===== src/rtl/gpio_in_debounce.sv =====
// Pad input conditioner: per-bit synchronizer, debounce counter, edge pulses.
// Optional sticky event flags and irq_o when GPIO_IN_EVENT_EN is defined.
module gpio_in_debounce #(
  parameter int unsigned      WIDTH           = 8,
  parameter int unsigned      SYNC_STAGES     = 2,
  parameter int unsigned      DEBOUNCE_CYCLES = 24000,
  parameter logic [WIDTH-1:0] RESET_LEVEL     = '0
) (
  input  logic             wb_clk_i,
  input  logic             wb_rst_n_i,
  input  logic [WIDTH-1:0] pad_i,
  output logic [WIDTH-1:0] gpio_o,
  output logic [WIDTH-1:0] rise_o,
  output logic [WIDTH-1:0] fall_o,
  input  logic [WIDTH-1:0] evt_clr_i,
  output logic [WIDTH-1:0] evt_o,
  output logic             irq_o
);

  localparam int unsigned    CW      = (DEBOUNCE_CYCLES > 1) ? $clog2(DEBOUNCE_CYCLES) : 1;
  localparam logic [CW-1:0]  CNT_MAX = CW'(DEBOUNCE_CYCLES - 1);

  logic [SYNC_STAGES-1:0][WIDTH-1:0] chain;
  logic [WIDTH-1:0]                  sync;
  logic [WIDTH-1:0]                  stb;
  logic [CW-1:0]                     cnt [WIDTH];

  assign sync   = chain[SYNC_STAGES-1];
  assign gpio_o = stb;

  always_ff @(posedge wb_clk_i or negedge wb_rst_n_i) begin
    if (!wb_rst_n_i) begin
      chain  <= {SYNC_STAGES{RESET_LEVEL}};
      stb    <= RESET_LEVEL;
      rise_o <= '0;
      fall_o <= '0;
      for (int unsigned i = 0; i < WIDTH; i++) cnt[i] <= '0;
    end else begin
      chain <= {chain[SYNC_STAGES-2:0], pad_i};
      for (int unsigned i = 0; i < WIDTH; i++) begin
        rise_o[i] <= 1'b0;
        fall_o[i] <= 1'b0;
        // Any sample matching the stable level discards the partial count.
        if (sync[i] == stb[i]) begin
          cnt[i] <= '0;
        end else if (cnt[i] == CNT_MAX) begin
          stb[i]    <= sync[i];
          cnt[i]    <= '0;
          rise_o[i] <= sync[i];
          fall_o[i] <= ~sync[i];
        end else begin
          cnt[i] <= cnt[i] + CW'(1);
        end
      end
    end
  end

`ifdef GPIO_IN_EVENT_EN
  // Set from the registered pulses; set wins over a same-edge clear.
  always_ff @(posedge wb_clk_i or negedge wb_rst_n_i) begin
    if (!wb_rst_n_i) evt_o <= '0;
    else             evt_o <= (evt_o & ~evt_clr_i) | rise_o | fall_o;
  end

  assign irq_o = |evt_o;
`else
  logic unused_clr;

  assign unused_clr = ^evt_clr_i;
  assign evt_o      = '0;
  assign irq_o      = 1'b0;
`endif

endmodule


===== config.mk =====
export PLATFORM = sky130hd
export DESIGN_NAME = gpio_in_debounce
export DESIGN_NICKNAME = d
export VERILOG_FILES = /design/src/rtl/gpio_in_debounce.sv
export SDC_FILE = /design/constraint.sdc
export NUM_CORES = 1
export LEC_CHECK = 0
export CORE_ASPECT_RATIO = 2
export CORE_MARGIN = 2
export CORE_UTILIZATION = 40
export CTS_BUF_LIST = sky130_fd_sc_hd__clkbuf_8 sky130_fd_sc_hd__clkbuf_16
export CTS_CLUSTER_SIZE = 10
export DETAILED_ROUTE_END_ITERATION = 8
export HOLD_SLACK_MARGIN = 0.03
export PLACE_DENSITY_LB_ADDON = 0.12
export SETUP_SLACK_MARGIN = 0.15
export SYNTH_ARGS = -nofsm -noshare
export SYNTH_HDL_FRONTEND = slang
export SYNTH_SLANG_ARGS = --single-unit

===== constraint.sdc =====
create_clock -name wb_clk_i -period 2.6 [get_ports wb_clk_i]
set_input_delay 0.52 -clock wb_clk_i [delete_from_list [all_inputs] [get_ports wb_clk_i]]
set_output_delay 0.52 -clock wb_clk_i [all_outputs]
set_load 0.005 [all_outputs]

==> metrics.txt, run 1 <==
RePlAce Congestion=0.811; top cells by area, synth=dfrtp_1 (55%), xnor2_1 (12%), nor2_1 (7.0%); crit share post-route=0.790; Req. time, crit path=2.90 ns; Main synth FF type=dfrtp_1; fin crit period=2.05 ns; register bit total from synthesis=160; Worst EP arrival=2.35 ns; dpl cells=924; Critical Path Max Stage Delay=0.57 ns; mean routed wirelength per cell=14.0 microns; clk_lat worst skew=0.42 ns; Worst Path Max Fanout=13; VDD IR max=0.362 mV; number of global-route vias before repair=5,152; total global-route track usage=0.150; syn avg cell area=10.6 sq um; Detailed Place HPWL=9.40 mm; Nets=756; via count=4,890; GR Overflow Total=0; Pleak=3.26 nW; Die W=99.1 microns; TritonCTS clock tree=built; RSZ-0062 raised after global routing=no; Reg area=0.00400 sq mm; slew margin rel.=0.660; share of layout cells above drive strength 1=0.0781; Post-CTS Resized=0; Sum Neg Setup Slack=0 ns; Diodes inserted=0; hold crit path type=input pin to async pin; Rows=69; Ports=51; critical path startpoint=cnt[21]; setup violators final=0; initial DRC count=163; Synth area leader=dfrtp_1; Slowest-stage cell, CP=or4_4; Post-synth top cells=dfrtp_1 (160), nor2_1 (135), xnor2_1 (101), nand3_1 (43), nor3_1 (36); CP Cell Sequence=or4b_1 -> or4_4 -> nand2b_2 -> nor2_1; PortBufs=33; Pwr Density=616 mW/mm^2; largest net degree at the start of global routing=67; most common cell in the netlist=dfrtp_1; top cell type's share of synthesized area=0.554; initial core utilization=0.408; Layout Skew=0.00756 ns; Final Routed Wirelength=13.4 mm; antenna violations before repair=0; TritonCTS Buffers=17; die outline area=0.0192 sq mm; first-pass GRT wire length=23.6 mm; maxcap violations=0; synth unique cells=28; reg2reg setup slack=0.55 ns; Post-synth EDFFs=0; post-synthesis sequential area ratio=0.554; Ys Warns=0; number of vias per cell=5.12; CP endpoint kind=flip-flop; Mapped Cells=683; Core ar.=0.0177 sq mm; DRC violations left=0; FFs w/ async S/R, synth=1.00; area occupied by multi-input gates=0.00302 sq mm; CTS root buf=clkbuf_16; synthesized cell area=0.00723 sq mm; Die Ht=194 microns; clock-pin transition on the worst setup and hold timing paths=0.06 ns; outcome=completed; Fillers=1,615; Max Slew Vio Count=0; R2R Path Start=cnt[21]; worst-margin pin slew=0.510 ns; Highest Clock Rate=487 MHz; layout overhead on the synthesized area=15.3%; Final ANT Viol Nets=0; CP Class=flip-flop to flip-flop; Finished Layout Cells=956; CTS Sinks=160; Post-CTS Setup Bufs=0; cts hold-fix bufs=0; Longest Clk Path Bufs=2; CTS H-tree lvls=4; CP startpoint kind=flip-flop; 1st-pass router iterations=4; final hold violations=0
kinds of logic (layout without fill, tap and decap cells):
| group | count (synthesis) | after routing | synth area share |
|---|---|---|---|
| simple gates | 350 | 350 | 0.246 |
| flops | 160 | 160 | 0.554 |
| xor+xnor | 112 | 112 | 0.136 |
| buf+inv | 43 | 95 | 0.0329 |
| fa+ha+maj | 8 | 8 | 0.0138 |
| mux | 8 | 8 | 0.0156 |
| other cells | 1 | 9 | 0.000519 |
| compound gates | 1 | 1 | 0.00121 |
sequential cells by signal, summed over array words and instances, names as in the netlist:
register  cells
chain         8
cnt         120
fall_o        8
gpio_o        8
rise_o        8
sync          8
cells in the final DEF (no fill, tap or decap), drive strengths merged, types with 9 or more instances in the layout:
| cell type | Yosys | layout |
|---|---|---|
| xor2 | 11 | 11 |
| nand4 | 28 | 28 |
| conb | 1 | 9 |
| nand3 | 43 | 43 |
| nor2 | 135 | 135 |
| nor3b | 16 | 16 |
| clkbuf | 1 | 18 |
| nor4 | 35 | 35 |
| nor3 | 36 | 36 |
| dfrtp | 160 | 160 |
| nand2 | 32 | 32 |
| inv | 25 | 30 |
| xnor2 | 101 | 101 |
| clkdlybuf4s50 | 0 | 32 |
final cells by class:
| cell class | instances | share of cell area |
|---|---|---|
| tap | 213 | 0.0320 |
| sequential | 160 | 0.480 |
| clock buffer | 18 | 0.0527 |
| inverter | 25 | 0.0113 |
| multi-input combinational | 488 | 0.362 |
| clock inverter | 14 | 0.0158 |
| timing repair buffer | 38 | 0.0458 |
metrics by stage:
stage / setup slack [ns] / area, sq um / utilization / total power, W / hold slack (ns)
after floorplan: 0.677 / 7260 / - / 0.00271 / 0.224
after global placement: 0.566 / 7760 / 0.439 / 0.00279 / 0.335
after detailed placement: 0.541 / 7760 / 0.439 / 0.00279 / 0.335
after CTS: 0.528 / 8330 / 0.471 / 0.00523 / 0.0430
after global routing: 0.421 / 8330 / 0.471 / 0.00536 / 0.0592
final: 0.545 / 8330 / 0.471 / 0.00514 / 0.0277
routing by layer:
metal / vias up / wire length, microns / share of wire / track usage
met2: 65 / 7400 / 0.55 / 0.270
met3: 19 / 347 / 0.026 / 0.0357
met4: 0 / 250 / 0.019 / 0.0695
met5: - / 0 / 0 / 0
met1: 2406 / 5370 / 0.40 / 0.163
li1: 2400 / - / - / -
path summary, 6_finish.rpt:
path                       cells past startpoint      end
setup / recovery                               4  cnt[28]
hold / removal                                 1  cnt[99]
setup reg to reg                               4  cnt[28]
hold reg to reg                                0  sync[1]
max in group asynchronous                      2  cnt[89]
min in group wb_clk_i                          0  sync[1]
critical path, delay by kind of cell, from the launching register on:
kind | cells | cell delay (ns)
flops | 1 | 0.46
simple gates | 4 | 1.48
where the power goes:
part | total, W | switching, W | internal, W
logic | 0.000168 | 0.000111 | 0.0000571
clock network | 0.00240 | 0.00104 | 0.00135
registers | 0.00257 | 0.0000397 | 0.00253
total | 0.00514 | 0.00119 | 0.00394
No activity file was read; power rests on OpenSTA's default activity.
==> run 2: changes to the inputs <==
clock period = 2 ns   (was 2.6 ns; I/O delays follow)
==> metrics.txt, run 2 (same netlist as run 1, synthesis figures left out) <==
outcome=completed; Max Slew Vio Count=0 (unchanged); Critical Path Max Stage Delay=0.56 ns (about the same); mean routed wirelength per cell=14.0 microns (-0.25%); Worst Path Max Fanout=4 (-9); PortBufs=33 (unchanged); hold crit path type=flip-flop to flip-flop; dpl cells=940 (+1.7%); Rows=69 (unchanged); 1st-pass router iterations=4 (unchanged); most common cell after layout, fill and taps aside=dfrtp_1; largest net degree at the start of global routing=53 (-21%); TritonCTS clock tree=built; Sum Neg Setup Slack=0 ns (unchanged); Detailed Place HPWL=9.56 mm (+1.7%); number of global-route vias before repair=5,423 (+5.3%); layout overhead on the synthesized area=19.3%; total global-route track usage=0.153 (+0.00322); CP Class=flip-flop to flip-flop; Highest Clock Rate=532 MHz (+9.4%); Final ANT Viol Nets=0 (unchanged); CP top delay family=simple AND/OR/NAND/NOR gates; antenna violations before repair=0 (unchanged); worst hold path stage count=0; CP Cell Sequence=or4b_4 -> or4_4 -> mux2_4; Die W=99.1 microns (unchanged); GR Overflow Total=0 (unchanged); fin crit period=1.88 ns (-0.177 ns); initial core utilization=0.408 (unchanged); clk_lat worst skew=0.42 ns (about the same); Final Routed Wirelength=13.6 mm (+1.7%); clock-pin transition on the worst setup and hold timing paths=0.06 ns (about the same); die outline area=0.0192 sq mm (unchanged); Worst EP arrival=2.18 ns (-0.17 ns); CTS H-tree lvls=4 (unchanged); CP startpoint kind=flip-flop; Die Ht=194 microns (unchanged); Core ar.=0.0177 sq mm (unchanged); Layout Skew=0.00581 ns (-0.00176 ns); RePlAce Congestion=0.841 (+3.7%); VDD IR max=0.468 mV (+29%); Ports=51 (unchanged); Diodes inserted=0 (unchanged); Reg area=0.00401 sq mm (about the same); WP depth=3 (-1); initial DRC count=138 (-15%); number of vias per cell=5.15 (+0.76%); CP endpoint kind=flip-flop; final hold violations=0 (unchanged); crit share post-route=0.939 (+0.149); first-pass GRT wire length=24.4 mm (+3.2%); CTS Sinks=160 (unchanged); maxcap violations=0 (unchanged); Slowest-stage cell, CP=or4b_4; Pleak=3.45 nW (+5.7%); RSZ-0062 raised after global routing=yes; Req. time, crit path=2.30 ns (-0.60 ns); area occupied by multi-input gates=0.00308 sq mm (+2.0%); CTS root buf=clkbuf_16; CP bufs+invs=0 (unchanged); Finished Layout Cells=975 (+2.0%); share of layout cells above drive strength 1=0.106 (+0.0282); Pwr Density=816 mW/mm^2 (+32%); most frequent cells in the layout=dfrtp_1 (159), nor2_1 (135), xnor2_1 (101), nand3_1 (43), nor3_1 (36); via count=5,025 (+2.8%); DRC violations left=0 (unchanged); Fillers=1,624 (+0.56%); total power=0.00703 W (+37%); Largest register FFs=120 (unchanged); Longest Clk Path Bufs=2 (unchanged); Nets=775 (+2.5%); TritonCTS Buffers=17 (unchanged); Largest Register=cnt; Reg2Reg Depth=3 (-1); setup violators final=0 (unchanged)
## run 2: final cells by class
cell class              count  area share
clock buffers              19      0.0525
clock inverters            13      0.0213
inverters                  25      0.0109
multi-input cells         489       0.357
flip-flops and latches    160       0.464
well taps                 213      0.0309
repair buffers             56      0.0631
## run 2: timing repair
action                                 in CTS  in global routing
endpoints found under the hold margin      42                  0
cloned                                      0                  1
pin swaps                                   0                  0
resized for setup                           7                  6
setup buffers                               1                  0
setup endpoints to repair                  87                 61
hold buffers                                1                  0
## run 2: metal layers
layer,vias to the layer above,global-route usage,part of all wire
li1,2446,-,-
met1,2480,0.165,0.40
met2,74,0.280,0.56
met3,25,0.0339,0.026
met4,0,0.0680,0.021
met5,-,0,0
## run 2: final timing paths
kind,from,end,slack [ns]
setup / recovery,cnt[54],gpio_o[4],0.12
hold / removal,chain[4],sync[4],0.35
setup reg to reg,cnt[54],gpio_o[4],0.12
hold reg to reg,chain[4],sync[4],0.35
max in group asynchronous,wb_rst_n_i,gpio_o[4],0.87
min in group asynchronous,wb_rst_n_i,cnt[98],0.49
## run 2: power breakdown
group	switching (W)	total [W]	internal (W)
sequential	0.0000528	0.00335	0.00329
combinational	0.000150	0.000239	0.0000891
clock	0.00129	0.00345	0.00216
## run 2: per-stage QoR
stage          utilization  instance area (sq um)  setup WS, ns  hold WS, ns
5_1_grt              0.487                   8620        0.0870        0.357
3_3_place_gp         0.447                   7910         0.103        0.337
3_5_place_dp         0.447                   7910        0.0767        0.340
4_1_cts              0.486                   8600         0.108        0.350
6_report             0.487                   8620         0.122        0.350
2_1_floorplan            -                   7260         0.177        0.104
